$ cat config.mk
export PLATFORM = sky130hd
export DESIGN_NAME = mux_scan_serializer
export DESIGN_NICKNAME = d
export VERILOG_FILES = /design/src/rtl/mux_scan_serializer.sv
export SDC_FILE = /design/constraint.sdc
export NUM_CORES = 1
export LEC_CHECK = 0
export ABC_AREA = 1
export CAP_MARGIN = 40
export CORE_MARGIN = 5
export CORE_UTILIZATION = 49
export CTS_CLUSTER_DIAMETER = 200
export CTS_CLUSTER_SIZE = 40
export DETAILED_ROUTE_END_ITERATION = 8
export GPL_TIMING_DRIVEN = 0
export PLACE_DENSITY = 0.82
export SLEW_MARGIN = 20
export SYNTH_ARGS = -nofsm -noshare
export SYNTH_HDL_FRONTEND = slang
export SYNTH_SLANG_ARGS = --single-unit
$ cat constraint.sdc
create_clock -name clk -period 1.69 [get_ports clk]
set_clock_uncertainty 0.05 [all_clocks]
set_input_delay 0.338 -clock clk [delete_from_list [all_inputs] [get_ports clk]]
set_output_delay 0.338 -clock clk [all_outputs]
set_load 0.05 [all_outputs]
$ cat src/rtl/mux_scan_serializer.sv
// mux_scan_serializer
//   Captures a 16-bit parallel word and scans it out one channel per beat by
//   driving a 4-bit channel select to a downstream 16:1 selection stage.
//   out_bit reflects the held word bit at the current select.
//   The bit order is set by the optional build macro MUX_SCAN_MSB_FIRST_EN:
//     undefined : start channel 0, end channel 15, sel increments each beat
//     defined   : start channel 15, end channel 0, sel decrements each beat
//
// Parameters
//   IDLE_GAP  : idle cycles inserted after a word's last beat before the
//               next word can be accepted (0..15)
//
// Ports
//   clk       : clock, all state updates on the rising edge
//   rst       : synchronous active-high reset
//   in_data   : parallel word, one channel per bit
//   in_valid  : in_data is valid
//   in_ready  : a word is accepted this cycle (IDLE and not in reset)
//   sel       : current channel select
//   out_bit   : held word bit indexed by sel
//   out_valid : out_bit is valid (SHIFT state)
//   out_ready : consumer accepts out_bit
//   out_last  : out_bit is the word's final channel
//   busy      : block is not idle
module mux_scan_serializer #(
  parameter int unsigned IDLE_GAP = 0
) (
  input  logic        clk,
  input  logic        rst,
  input  logic [15:0] in_data,
  input  logic        in_valid,
  output logic        in_ready,
  output logic [3:0]  sel,
  output logic        out_bit,
  output logic        out_valid,
  input  logic        out_ready,
  output logic        out_last,
  output logic        busy
);

`ifdef MUX_SCAN_MSB_FIRST_EN
  localparam logic [3:0] START_CH  = 4'd15;
  localparam logic [3:0] END_CH    = 4'd0;
  localparam logic       MSB_FIRST = 1'b1;
`else
  localparam logic [3:0] START_CH  = 4'd0;
  localparam logic [3:0] END_CH    = 4'd15;
  localparam logic       MSB_FIRST = 1'b0;
`endif

  localparam logic [3:0] GAP_LOAD = 4'(IDLE_GAP);

  localparam logic [1:0] ST_IDLE  = 2'd0;
  localparam logic [1:0] ST_SHIFT = 2'd1;
  localparam logic [1:0] ST_GAP   = 2'd2;

  logic [1:0]  state;
  logic [15:0] hold;
  logic [3:0]  gap_cnt;
  logic [3:0]  sel_next;

  assign sel_next  = MSB_FIRST ? (sel - 4'd1) : (sel + 4'd1);

  assign in_ready  = (state == ST_IDLE) && !rst;
  assign out_valid = (state == ST_SHIFT);
  assign out_last  = (state == ST_SHIFT) && (sel == END_CH);
  assign out_bit   = hold[sel];
  assign busy      = (state != ST_IDLE);

  always_ff @(posedge clk) begin
    if (rst) begin
      state   <= ST_IDLE;
      hold    <= '0;
      sel     <= START_CH;
      gap_cnt <= '0;
    end else begin
      case (state)
        ST_IDLE: begin
          if (in_valid) begin
            hold  <= in_data;
            sel   <= START_CH;
            state <= ST_SHIFT;
          end
        end
        ST_SHIFT: begin
          if (out_ready) begin
            if (sel == END_CH) begin
              // sel returns to the start channel here rather than wrapping
              sel <= START_CH;
              if (IDLE_GAP == 0) begin
                state <= ST_IDLE;
              end else begin
                state   <= ST_GAP;
                gap_cnt <= GAP_LOAD;
              end
            end else begin
              sel <= sel_next;
            end
          end
        end
        ST_GAP: begin
          gap_cnt <= gap_cnt - 4'd1;
          if (gap_cnt <= 4'd1) begin
            state <= ST_IDLE;
          end
        end
        default: begin
          state <= ST_IDLE;
        end
      endcase
    end
  end

endmodule

==> impl_metrics.py <==
metrics = {
    "clocking": {
        "cts_buffer_depth": 2,
        "cts_inserted_buffers": 3,
        "clk_pin_slew_ns": 0.12,
        "clock_latency_ns": 0.31,
        "cts.htree.levels": 1,
        "cts_tree": "built",
        "clock-sinks": 21,
        "cts-root-buf": "clkbuf_4",
    },
    "detailed_routing": {
        "post_drt_wl_per_cell_um": 13.2,
        "first_iter_violations": 6,
        "wl_um": 2730,
        "ant_nets": 0,
        "dr_total_vias": 1052,
        "drc": 0,
        "first_pass_iters": 4,
        "avgViaCountPerCell": 5.11,
    },
    "synth": {
        "ys.flop_type": "dfxtp_1",
        "synth-seq-cells": 21,
        "synth.yosys.seq_area_share": 0.422,
        "avgSynthCellArea_um2": 7.07,
        "syn_area_um2": 997,
        "synth_edf_count": 0,
        "yosysWarnings": 0,
        "async_reset_ff_frac": 0,
        "synth_cell_types": 19,
        "syn_nets": 162,
        "syn_inst": 141,
    },
    "die": {
        "num_rows": 16,
        "start_util": 0.514,
        "die-height_um": 55.1,
        "coreArea_um2": 1940,
        "pin_count": 29,
        "dieArea_um2": 3040,
        "die_x_um": 55.1,
    },
    "sta": {
        "tns_ns": -0.335,
        "fin_crit_ns": 1.89,
        "slew_violations": 0,
        "period_share": 1.12,
        "rsz0062_at_grt": "yes",
        "max_freq_mhz": 530,
        "slew_headroom": 0.668,
        "hold_viol": 0,
        "tightest_slew_ns": 0.500,
        "setup_slack_ns": -0.196,
        "setup_viol": 2,
    },
    "critical_path": {
        "end_kind": "output port",
        "path_delay_family": "simple AND/OR/NAND/NOR gates",
        "required_ns": 1.30,
        "r2r-start": "sel[0]",
        "slowest_stage": "dfxtp_4",
        "crit_type": "register to output port",
        "worstPathArrival_ns": 1.50,
        "worst-path-buf-inv": 2,
        "cp-start-kind": "register",
        "path_cells": "clkinvlp_4 -> nand2_1 -> nand3_1 -> nand3_1 -> nand3_1 -> nand2_2 -> buf_8",
        "cp_max_fo": 7,
        "rr_worst_depth": 7,
        "slowest_delay_ns": 0.42,
        "timing.critical_path.mode_cell": "nand3_1",
        "rr_endpoint": "sel[0]",
        "reg2reg_setup_slack_ns": 0.32,
    },
    "power_and_ir_drop": {
        "total_power_uw": 1110,
        "p_leak_uw": 0.000609,
        "irDropWorstVdd_mv": 0.641,
        "power.density_nw_per_um2": 769,
    },
    "placement": {
        "dp.cells": 196,
        "gp_congestion": 0.848,
        "dp_hpwl_um": 1920,
        "pre_cts_slack_ns": -0.474,
        "port_buffers": 28,
    },
    "layout": {
        "antenna_cells": 0,
        "fin_cells": 206,
        "areaGrowthSynthToFinish_pct": 44.4,
        "drive_gt1_frac": 0.235,
        "final_net_count": 201,
    },
    "global_route": {
        "grt_pass1_vias": 1022,
        "grt_overflow_total": 0,
        "track_usage": 0.200,
        "grt_pass1_wl_um": 4300,
        "antenna_found_initial": 0,
        "grt_start_max_net_pins": 14,
    },
    "run_status": {
        "status": "complete, but fails checks",
        "violations": "setup timing",
    },
    "worst_hold_path": {
        "hold_depth": 2,
        "hp-start": "hold[7]",
        "hold_class": "register to register",
        "hold_end": "hold[7]",
    },
    "run": {
        "timing.max_cap.violations": 0,
    },
}
synthesized netlist by cell type (2+ instances only):
cell type  count  area, um^2
nand2_1       25        93.8
dfxtp_1       21         420
inv_1         20        75.1
a21oi_1       17        85.1
nand3_1       15        75.1
o21ai_1       13        65.1
nor2_1         8        30.0
o21ai_0        6        30.0
buf_2          3        15.0
buf_6          2        22.5
inv_2          2        7.51
nand2_4        2        22.5
cell type report:
type | instances | area, um^2
clock buffers | 3 | 22.5
multi-input cells | 92 | 485
plain buffers | 6 | 51.3
flip-flops and latches | 21 | 429
repair buffers | 34 | 324
clock inverters | 1 | 7.51
fillers | 167 | 502
inverters | 22 | 86.3
well taps | 27 | 33.8
how the worst max path moves through the flow:
stage | startpoint | endpoint | slack [ns] | cells after the start
finish | sel[0] | out_bit | -0.20 | 7
global route | sel[0] | out_bit | -0.26 | 7
CTS | sel[0] | out_bit | -0.19 | 8
detailed placement | sel[0] | out_bit | -0.47 | 8
global placement | sel[0] | out_bit | -0.48 | 8
floorplan | sel[0] | out_bit | 0.02 | 7
per-stage QoR:
step | util | hold slack [ns] | instance area, um^2
2_1_floorplan | - | 0.350 | 1010
3_3_place_gp | 0.682 | 0.393 | 1320
3_5_place_dp | 0.682 | 0.395 | 1320
4_1_cts | 0.717 | 0.413 | 1390
5_1_grt | 0.742 | 0.447 | 1440
6_report | 0.742 | 0.412 | 1440
registers in the layout, summed over array words and instances, names as in the netlist:
| signal | flops |
|---|---|
| state | 1 |
| sel | 4 |
| hold | 16 |
logic make-up (layout without fill, tap and decap cells):
logic type	count (synthesis)	count (layout)	synth area share
buffers and inverters	28	66	0.128
adder cells (fa/ha/maj)	1	1	0.0125
flip-flops	21	21	0.422
AND/OR/NAND/NOR	54	54	0.250
AO/OA/AOI/OAI	37	37	0.188
tightest hold or removal path: cells and delay by family (launching register included):
family,cells,cell delay [ns]
AOI/OAI and AO/OA,1,0.05
buffers and inverters,1,0.06
DFF,1,0.32
power breakdown:
group,total [uW],switching [uW],internal (uW)
combinational,296,165,131
clock,263,173,90.5
sequential,548,18.0,530
total,1110,356,752
what timing repair did:
item                       4_1_cts  5_1_grt
resized for setup               38       14
setup endpoints to repair        9        5
setup buffers                    3        2
cloned                           0        1
pin swaps                        0        6
hold buffers                     0        0
cell usage in the layout (no fill, tap or decap), types with 4 or more instances in the layout:
cell type | synthesis | final
nand3_2 | 0 | 4
nor2_1 | 8 | 7
buf_6 | 2 | 4
nand3_1 | 15 | 11
o21ai_0 | 6 | 4
clkdlybuf4s50_1 | 0 | 19
buf_4 | 1 | 6
o21ai_1 | 13 | 14
inv_1 | 20 | 19
a21oi_1 | 17 | 17
dfxtp_1 | 21 | 18
nand2_1 | 25 | 24
layer usage:
layer,wire (um),track usage,vias to the layer above
met5,0,0,-
li1,-,-,531
met4,75,0.0972,0
met3,113,0.0402,9
met1,1130,0.227,488
met2,1410,0.354,24
Note: power is estimated with default switching activity, not from simulation.
